$ cat src/rtl/elevator_scan_controller_if.sv
// Elevator controller front-end bundle: call/safety inputs and car status.
// master drives calls/safety and reads status; slave is the controller.
interface elevator_scan_controller_if #(
   parameter int NUM_FLOORS = 3,
   parameter int FLOOR_W    = 2
);
   logic [NUM_FLOORS-1:0] call_req;
   logic                  sos_mode;
   logic                  weight_limit_exceeded;
   logic [NUM_FLOORS-1:0] pending;
   logic [NUM_FLOORS-1:0] floor_onehot;
   logic [FLOOR_W-1:0]    floor_idx;
   logic                  door;
   logic                  moving;
   logic                  dir_up;

   modport master (
      output call_req, sos_mode, weight_limit_exceeded,
      input  pending, floor_onehot, floor_idx,
      input  door, moving, dir_up
   );

   modport slave (
      input  call_req, sos_mode, weight_limit_exceeded,
      output pending, floor_onehot, floor_idx,
      output door, moving, dir_up
   );
endinterface

$ cat src/rtl/elevator_scan_controller.sv
// N-floor SCAN elevator controller: latched calls, direction register, door/move timing.
// Ports: clk, reset (sync, active-high), bus (slave: calls/safety in, car status out).
module elevator_scan_controller #(
   parameter int NUM_FLOORS = 3,
   parameter int FLOOR_W    = 2,
   parameter int DOOR_TICKS = 2,
   parameter int MOVE_TICKS = 5
) (
   input  logic clk,
   input  logic reset,
   elevator_scan_controller_if.slave bus
);
   localparam int TMAX = (DOOR_TICKS > MOVE_TICKS) ? DOOR_TICKS : MOVE_TICKS;
   localparam int TW   = (TMAX > 1) ? $clog2(TMAX) : 1;
   localparam logic [TW-1:0]      DOOR_LAST = TW'(DOOR_TICKS - 1);
   localparam logic [TW-1:0]      MOVE_LAST = TW'(MOVE_TICKS - 1);
   localparam logic [FLOOR_W-1:0] TOP       = FLOOR_W'(NUM_FLOORS - 1);
   localparam logic [NUM_FLOORS-1:0] ONE    = NUM_FLOORS'(1);

   typedef enum logic [1:0] {IDLE, DEPART, MOVING, DWELL} state_t;

   state_t                state_q;
   logic [TW-1:0]         timer_q;
   logic [FLOOR_W-1:0]    floor_q;
   logic [NUM_FLOORS-1:0] pending_q, pending_d;
   logic                  door_q, moving_q, dir_up_q;

   logic [NUM_FLOORS-1:0] here_oh, next_oh, above, below;
   logic [NUM_FLOORS-1:0] set_mask, clr_mask;
   logic [FLOOR_W-1:0]    next_floor;
   logic ahead_up, ahead_dn, open_here, here_call, arrive;

   always_comb begin
      here_oh  = ONE << floor_q;
      // Floors strictly below are the bits under the one-hot position.
      below    = here_oh - ONE;
      above    = ~(below | here_oh);
      ahead_up = |(pending_q & above);
      ahead_dn = |(pending_q & below);

      open_here = (state_q == IDLE) || (state_q == DWELL);
      here_call = |(bus.call_req & here_oh);
      // A call at the floor the door is open on is served by the open door.
      set_mask  = open_here ? (bus.call_req & ~here_oh) : bus.call_req;

      next_floor = floor_q;
      if (dir_up_q) begin
         if (floor_q != TOP) next_floor = floor_q + FLOOR_W'(1);
      end else begin
         if (floor_q != '0) next_floor = floor_q - FLOOR_W'(1);
      end
      next_oh = ONE << next_floor;

      arrive = (state_q == MOVING) && !bus.sos_mode &&
               (timer_q == MOVE_LAST) && |(pending_q & next_oh);

      clr_mask  = arrive ? next_oh : '0;
      // Clear wins over a same-cycle set of the same floor.
      pending_d = (pending_q | set_mask) & ~clr_mask;
   end

   always_ff @(posedge clk) begin
      if (reset) begin
         state_q   <= IDLE;
         timer_q   <= '0;
         floor_q   <= '0;
         pending_q <= '0;
         door_q    <= 1'b1;
         moving_q  <= 1'b0;
         dir_up_q  <= 1'b1;
      end else begin
         pending_q <= pending_d;
         unique case (state_q)
            IDLE: begin
               if (|pending_q && !bus.sos_mode) begin
                  // Keep heading up only if there is work above and
                  // either already going up or nothing below.
                  dir_up_q <= ahead_up && (dir_up_q || !ahead_dn);
                  state_q  <= DEPART;
                  timer_q  <= '0;
               end
            end
            DEPART: begin
               if (bus.weight_limit_exceeded || bus.sos_mode) begin
                  timer_q <= '0;
               end else if (timer_q == DOOR_LAST) begin
                  state_q  <= MOVING;
                  timer_q  <= '0;
                  door_q   <= 1'b0;
                  moving_q <= 1'b1;
               end else begin
                  timer_q <= timer_q + TW'(1);
               end
            end
            MOVING: begin
               if (!bus.sos_mode) begin
                  if (timer_q == MOVE_LAST) begin
                     floor_q <= next_floor;
                     timer_q <= '0;
                     if (arrive) begin
                        state_q  <= DWELL;
                        door_q   <= 1'b1;
                        moving_q <= 1'b0;
                     end
                  end else begin
                     timer_q <= timer_q + TW'(1);
                  end
               end
            end
            DWELL: begin
               if (bus.weight_limit_exceeded || bus.sos_mode || here_call) begin
                  timer_q <= '0;
               end else if (timer_q == DOOR_LAST) begin
                  timer_q <= '0;
                  if (dir_up_q ? ahead_up : ahead_dn) begin
                     state_q <= DEPART;
                  end else if (dir_up_q ? ahead_dn : ahead_up) begin
                     dir_up_q <= ~dir_up_q;
                     state_q  <= DEPART;
                  end else begin
                     state_q <= IDLE;
                  end
               end else begin
                  timer_q <= timer_q + TW'(1);
               end
            end
            default: state_q <= IDLE;
         endcase
      end
   end

   assign bus.pending      = pending_q;
   assign bus.floor_onehot = here_oh;
   assign bus.floor_idx    = floor_q;
   assign bus.door         = door_q;
   assign bus.moving       = moving_q;
   assign bus.dir_up       = dir_up_q;
endmodule

$ cat src/flat_wrapper.sv
// flat-port wrapper written by rule: the top's interface ports become plain ports
module elevator_scan_controller_flat 
#(
   parameter int NUM_FLOORS = 3,
   parameter int FLOOR_W    = 2,
   parameter int DOOR_TICKS = 2,
   parameter int MOVE_TICKS = 5
)
  (clk, reset, bus_call_req, bus_sos_mode, bus_weight_limit_exceeded, bus_pending, bus_floor_onehot, bus_floor_idx, bus_door, bus_moving, bus_dir_up);
  elevator_scan_controller_if #(.NUM_FLOORS(NUM_FLOORS), .FLOOR_W(FLOOR_W)) bus_i ();
  input  logic clk;
  input  logic reset;
  input wire logic [$bits(bus_i.call_req)-1:0] bus_call_req;
  input wire logic [$bits(bus_i.sos_mode)-1:0] bus_sos_mode;
  input wire logic [$bits(bus_i.weight_limit_exceeded)-1:0] bus_weight_limit_exceeded;
  output wire logic [$bits(bus_i.pending)-1:0] bus_pending;
  output wire logic [$bits(bus_i.floor_onehot)-1:0] bus_floor_onehot;
  output wire logic [$bits(bus_i.floor_idx)-1:0] bus_floor_idx;
  output wire logic [$bits(bus_i.door)-1:0] bus_door;
  output wire logic [$bits(bus_i.moving)-1:0] bus_moving;
  output wire logic [$bits(bus_i.dir_up)-1:0] bus_dir_up;
  assign bus_i.call_req = bus_call_req;
  assign bus_i.sos_mode = bus_sos_mode;
  assign bus_i.weight_limit_exceeded = bus_weight_limit_exceeded;
  assign bus_pending = bus_i.pending;
  assign bus_floor_onehot = bus_i.floor_onehot;
  assign bus_floor_idx = bus_i.floor_idx;
  assign bus_door = bus_i.door;
  assign bus_moving = bus_i.moving;
  assign bus_dir_up = bus_i.dir_up;
  elevator_scan_controller #(.NUM_FLOORS(NUM_FLOORS), .FLOOR_W(FLOOR_W), .DOOR_TICKS(DOOR_TICKS), .MOVE_TICKS(MOVE_TICKS)) u_core (.clk(clk), .reset(reset), .bus(bus_i));
endmodule
$ cat config.mk
export PLATFORM = sky130hd
export DESIGN_NAME = elevator_scan_controller_flat
export DESIGN_NICKNAME = d
export VERILOG_FILES = /design/src/rtl/elevator_scan_controller_if.sv /design/src/rtl/elevator_scan_controller.sv /design/src/flat_wrapper.sv
export SDC_FILE = /design/constraint.sdc
export NUM_CORES = 1
export LEC_CHECK = 0
export ABC_AREA = 0
export BUFFER_PORTS_ARGS = -buffer_cell sky130_fd_sc_hd__buf_2
export CORE_UTILIZATION = 40
export CTS_CLUSTER_SIZE = 40
export DETAILED_ROUTE_END_ITERATION = 12
export HOLD_SLACK_MARGIN = 0.02
export SYNTH_ARGS = -nofsm -noshare
export SYNTH_HDL_FRONTEND = slang
export SYNTH_SLANG_ARGS = --single-unit
$ cat constraint.sdc
create_clock -name clk -period 2.6 [get_ports clk]
set_input_delay 0.52 -clock clk [delete_from_list [all_inputs] [get_ports clk]]
set_output_delay 0.52 -clock clk [all_outputs]
set_load 0.005 [all_outputs]
# Word-level counts from Yosys, hierarchy flattened
# Index checks and enable logic that the tools add are counted.
totals:
  regBits: 13
  latchBits: 0
  mem_bits_rw: 0
  rom_bits: 0
  input_bits: 7
  output_inout_bits: 11
  wordCells: 110
  memories: 0
classes:
  addsub: 4
  multipliers: 0
  div_mod_pow: 0
  magnitude_cmp: 0
  n_eq_ne: 16
  n_shift: 2
  mux: 43
  n_bitwise: 13
  reduce_logical: 25
op_table:
  columns: ["operator", "n"]
  rows:
  - ["2-to-1 mux 2 bit", 12]
  - ["2-to-1 mux 3 bit", 8]
  - ["AND 3 bit", 6]
  - ["2-to-1 mux 1 bit", 18]
  - ["inequality test 2 bit (second input constant)", 9]
  - ["OR reduction 3 bit", 5]
  - ["case mux 3 bit (4 select lines)", 1]
  - ["AND reduction 6 bit", 2]
  - ["NOT 3 bit", 3]
  - ["case mux 2 bit (4 select lines)", 1]
  - ["AND reduction 8 bit", 1]
  - ["OR 3 bit", 2]
  - ["case mux 1 bit (2 select lines)", 3]
  - ["nonzero test 2 bit", 3]
  - ["left shift 1 x 2 -> 3 bit (first input constant)", 2]
  - ["logical AND 1 bit", 5]
  - ["== test 2 bit (second input constant)", 2]
  - ["logical OR 1 bit", 4]
  - ["inequality test 2 x 1 -> 1 bit (second input constant)", 2]
  - ["adder 3 x 1 -> 3 bit (second input constant)", 1]
  - ["== test 3 x 1 -> 1 bit (second input constant)", 1]
  - ["== test 3 bit (second input constant)", 1]
  - ["AND reduction 3 bit", 1]
  - ["subtractor 3 x 1 -> 3 bit (second input constant)", 1]
  - ["7 further kinds", 9]

# Logic depth before layout (Yosys ltp)
depth:
  ltp_word: 12
  ltp_mapped: 9
  depth_no_buf: 7

# Worst setup path before layout
# No wires, ideal clock.
synth_timing:
  path_kind: "reg-to-reg"
  startpoint: "reg u_core.floor_q[0] (netlist: u_core.bus.floor_idx[0])"
  endpoint: "reg u_core.door_q (netlist: u_core.bus.door)"
  setup_time_ps: 114
  arrival_ps: 1895
  t_required_ps: 2486
  setup_slack_ps: 592
  path_stages_with_launch: 8
  path_buffers: 0
  period_less_slack_ps: 2008
  cell_sequence: "dfxtp_1 > inv_1 > ha_1 > mux2i_2 > mux2i_1 > o211a_1 > or3_1 > a21o_1"
synth_between:
  elab_chain_cells: 9
  word_cells_on_any_way: 13
  classes_between: "2 x add/sub; 2 x eq/ne; 1 x shift; 3 x mux; 1 x bitwise; 4 x reduce/logical"
synth_rtl:
  columns: ["item", "line", "source"]
  rows:
  - ["start, declared", "elevator_scan_controller.sv:24", "logic [FLOOR_W-1:0] floor_q;"]
  - ["start signal, assigned", "elevator_scan_controller.sv:98", "floor_q <= next_floor;"]
  - ["subtractor 2 x 1 -> 2 bit (tied with other cells)", "elevator_scan_controller.sv:50", "if (floor_q != '0) next_floor = floor_q - FLOOR_W'(1);"]
  - ["2-to-1 mux 2 bit, on equally long branches", "elevator_scan_controller.sv:50, elevator_scan_controller.sv:48", null]
  - ["2-to-1 mux 2 bit (*)", "elevator_scan_controller.sv:47", "if (dir_up_q) begin"]
  - ["left shift 1 x 2 -> 3 bit (*)", "elevator_scan_controller.sv:52", "next_oh = ONE << next_floor;"]
  - ["AND 3 bit (*)", "elevator_scan_controller.sv:55", "(timer_q == MOVE_LAST) && |(pending_q & next_oh);"]
  - ["OR reduction 3 bit (*)", "elevator_scan_controller.sv:55", null]
  - ["logical AND 1 bit (*)", "elevator_scan_controller.sv:55", null]
  - ["inequality test 2 x 1 -> 1 bit (no source line) (*)", null, null]
  - ["AND reduction 6 bit (no source line) (*)", null, null]
  - ["end signal, assigned", "elevator_scan_controller.sv:68", "door_q <= 1'b1;"]
  - ["end signal, assigned", "elevator_scan_controller.sv:89", "door_q <= 1'b0;"]
  - ["end signal, assigned", "elevator_scan_controller.sv:102", "door_q <= 1'b1;"]
  - ["end, declared", "elevator_scan_controller.sv:26", "logic door_q, moving_q, dir_up_q;"]
# Every way passes the cells marked *; elsewhere a longest branch is shown, timed or not.
# A chain may end at the register's enable or synchronous reset.

# Final worst setup path
layout_timing:
  startpoint: "reg u_core.floor_q[0] (netlist: u_core.bus.floor_idx[0])"
  endpoint: "reg u_core.state_q[0]"
layout_between:
  elab_chain_cells: 12
  word_cells_on_any_way: 32
  classes_between: "3 x add/sub; 3 x eq/ne; 2 x shift; 10 x mux; 6 x bitwise; 8 x reduce/logical"
layout_rtl:
  columns: ["item", "line", "source"]
  rows:
  - ["left shift 1 x 2 -> 3 bit", "elevator_scan_controller.sv:34", "here_oh = ONE << floor_q;"]
  - ["subtractor 3 x 1 -> 3 bit", "elevator_scan_controller.sv:36", "below = here_oh - ONE;"]
  - ["OR 3 bit", "elevator_scan_controller.sv:37", "above = ~(below | here_oh);"]
  - ["NOT 3 bit", "elevator_scan_controller.sv:37", null]
  - ["AND 3 bit", "elevator_scan_controller.sv:38", "ahead_up = |(pending_q & above);"]
  - ["OR reduction 3 bit", "elevator_scan_controller.sv:38", null]
  - ["2-to-1 mux 1 bit (2 in series)", "elevator_scan_controller.sv:117", "end else if (dir_up_q ? ahead_dn : ahead_up) begin"]
  - ["2-to-1 mux 2 bit", "elevator_scan_controller.sv:115", "if (dir_up_q ? ahead_up : ahead_dn) begin"]
  - ["2-to-1 mux 2 bit", "elevator_scan_controller.sv:113", "end else if (timer_q == DOOR_LAST) begin"]
  - ["2-to-1 mux 2 bit", "elevator_scan_controller.sv:111", "if (bus.weight_limit_exceeded || bus.sos_mode || here_call) begin"]
  - ["case mux 2 bit (4 select lines)", "elevator_scan_controller.sv:73", "unique case (state_q)"]
  - ["end signal, assigned", "elevator_scan_controller.sv:79", "state_q <= DEPART;"]
  - ["end signal, assigned", "elevator_scan_controller.sv:116", "state_q <= DEPART;"]
  - ["end signal, assigned", "elevator_scan_controller.sv:119", "state_q <= DEPART;"]
  - ["end, declared", "elevator_scan_controller.sv:22", "state_t state_q;"]
# Several ways; a longest one is shown, not always the timed one. The select of a mux whose other input is x is not followed.

==> results.yml <==
outcome:
  outcome: "complete, no violations"
clock_tree:
  cts_resized: 0
  clkTransAtPathRegs_ns: 0.08
  tritoncts: "done"
  root_buffer: "clkbuf_4"
  numCtsBuffers: 3
  clockBufferDepth: 2
  cts_hold_buf: 0
  htreeDepth: 1
  cts_num_sinks: 13
  post_cts_buffers: 0
  clk_latency_ns: 0.28
placed_design:
  gp_congestion: 0.815
  dpl-instance-area_mm2: 0.00111
  port_buffers: 17
  dp_hpwl_um: 1810
sta:
  slew_headroom_pct: 69.5
  hold_violations: 0
  whs_ns: 0.487
  max_freq_mhz: 449
  drv_slew: 0
  tightest_slew_ns: 0.457
  finalClockSkew_ns: 0.000310
  period_share_pct: 85.7
  rsz0062_at_grt: "no"
  post-route-min-period_ns: 2.23
  final.setup.tns_ns: 0
  setup_violations: 0
floorplan:
  die_w_um: 51.9
  coreArea_mm2: 0.00228
  design.portCount: 18
  rows: 17
  die_y_um: 51.9
  initial_core_util_pct: 43.8
  dieArea_mm2: 0.00269
routing:
  drt_iter0_drc: 21
  vias: 950
  route.detailed.drc: 0
  ant_nets: 0
  routed_wl_um: 2340
  routedWlPerCell_um: 14.2
  drt_first_pass_iters: 4
  viasPerCell: 5.76
logic_synthesis:
  ys_ff_latch: 13
  syn-num-nets: 138
  synthDistinctLibCells: 45
  ys_seq_area_share_pct: 26.1
  synth_area_um2: 996
  synth_area_per_cell_um2: 8.44
  ys_warn_count: 0
  netlist_instances: 118
  ys.flop_type: "dfxtp_1"
  synthArstFlopShare_pct: 0
  synth_edf_count: 0
layout:
  fillerInstances: 219
  drive_above_1_share_pct: 21.9
  fin_area_mm2: 0.00113
  multiInputGateArea_um2: 686
  syn_to_final_growth_pct: 13.9
  diodes: 0
  nets: 158
  regArea_um2: 260
grt:
  grt_max_degree: 16
  grt_pass1_vias: 850
  gr-total-overflow: 0
  track_usage_pct: 19.1
  grt_first_pass_wirelength_um: 3820
  antenna_found_initial: 0
setup_path:
  cp_max_fo: 6
  startpoint_type: "flip-flop"
  critPathRequiredTime_ns: 2.77
  path_cells: "inv_1 > ha_1 > mux2i_2 > mux2i_1 > o211ai_2 > and3_1 > a221oi_1"
  crit_type: "reg -> reg"
  worstSetupEndpointType: "flip-flop"
  critPathMaxStageDelay_ns: 0.41
  cp.arrival_ns: 2.40
  crit_path_top_delay_cell: "dfxtp_1"
run:
  max_cap_violations: 0
pwr:
  p_total_uw: 764
  p_leak_uw: 0.000484
  vdd_drop_max_mv: 0.533
  p_per_area_mw_per_mm2: 673
min_path:
  hold_path.class: "reg -> reg"
==> cells in the final DEF, fill, tap and decap left out, types with 3 or more instances in the layout <==
cell and count:
buf_2 17, ha_1 13, dfxtp_1 13, nand2_1 11, a21oi_1 10, inv_1 9, nor2_1 8, nand2b_1 4
o21ai_0 4, nand4_1 3, a211oi_1 3, clkbuf_4 3
==> stage by stage <==
step	worst slack, ns	utilization, %	instances
after floorplan	0.592	-	118
after global placement	0.436	48.7	161
after detailed placement	0.354	48.7	161
after CTS	0.323	49.9	165
after global routing	0.195	49.9	165
final	0.372	49.9	165
==> logic make-up (layout without fill, tap and decap cells) <==
family | count (synthesis) | after routing | share of synthesized area [%]
xor+xnor | 1 | 1 | 0.880
compound gates | 37 | 37 | 26.9
mux | 4 | 4 | 4.52
fa+ha+maj | 13 | 13 | 16.3
flops | 13 | 13 | 26.1
simple gates | 38 | 38 | 20.2
buf+inv | 12 | 31 | 5.02
==> report_power, final <==
part | total [µW] | internal (µW) | switching [µW]
clock | 126 | 57.1 | 69.4
combinational | 367 | 160 | 207
sequential | 270 | 234 | 36.1
total | 764 | 452 | 312
==> cells in the mapped netlist, drive strengths merged (2+ instances only) <==
cell | n | share of area [%]
nor4b | 2 | 1.8
nand2b | 4 | 2.5
clkbuf | 2 | 0.88
dfxtp | 13 | 26
o21ai | 4 | 2.0
inv | 9 | 3.4
o211ai | 3 | 2.8
nand3 | 2 | 1.0
nand4 | 3 | 1.9
nand2 | 11 | 4.1
a211oi | 3 | 2.3
nor2 | 8 | 3.0
mux2i | 3 | 3.4
a221o | 2 | 2.1
ha | 13 | 16
a31o | 2 | 1.8
a21oi | 10 | 5.0
==> state kept, by name, summed over array words and instances, names as in the netlist <==
| signal | flops |
|---|---|
| u_core.bus.dir_up | 1 |
| u_core.bus.floor_idx | 2 |
| u_core.bus.moving | 1 |
| u_core.timer_q | 3 |
| u_core.state_q | 2 |
| u_core.bus.pending | 3 |
| u_core.bus.door | 1 |
==> per-layer routing <==
metal / share of wire, % / track usage, % / vias up
li1: - / - / 475
met1: 48 / 27.0 / 446
met2: 45 / 28.4 / 23
met3: 4.9 / 4.39 / 6
met4: 2.4 / 5.86 / 0
met5: 0 / 0 / -
==> final cells by class <==
class / count / share of cell area (%)
clock buffers: 3 / 1.98
flip-flops and latches: 13 / 22.9
well taps: 28 / 3.09
inverters: 9 / 2.98
repair buffers: 18 / 8.16
multi-input cells: 93 / 60.4
clock inverters: 1 / 0.441
==> worst max-delay path, delay by kind of cell (launching register included) <==
kind	cells	cell delay [ns]
multiplexers	2	0.63
AO/OA/AOI/OAI	2	0.46
flip-flops	1	0.41
adder cells (fa/ha/maj)	1	0.30
AND/OR/NAND/NOR	1	0.21
buffers and inverters	1	0.11
==> final timing paths <==
| path | start | slack (ns) | depth (start not counted) | endpoint |
|---|---|---|---|---|
| min | u_core.bus.moving | 0.49 | 2 | u_core.bus.moving |
| max reg2reg | u_core.bus.floor_idx[0] | 0.37 | 7 | u_core.state_q[0] |
| max | u_core.bus.floor_idx[0] | 0.37 | 7 | u_core.state_q[0] |
| min reg2reg | u_core.bus.moving | 0.49 | 2 | u_core.bus.moving |
(Power assumes the default switching activity.)
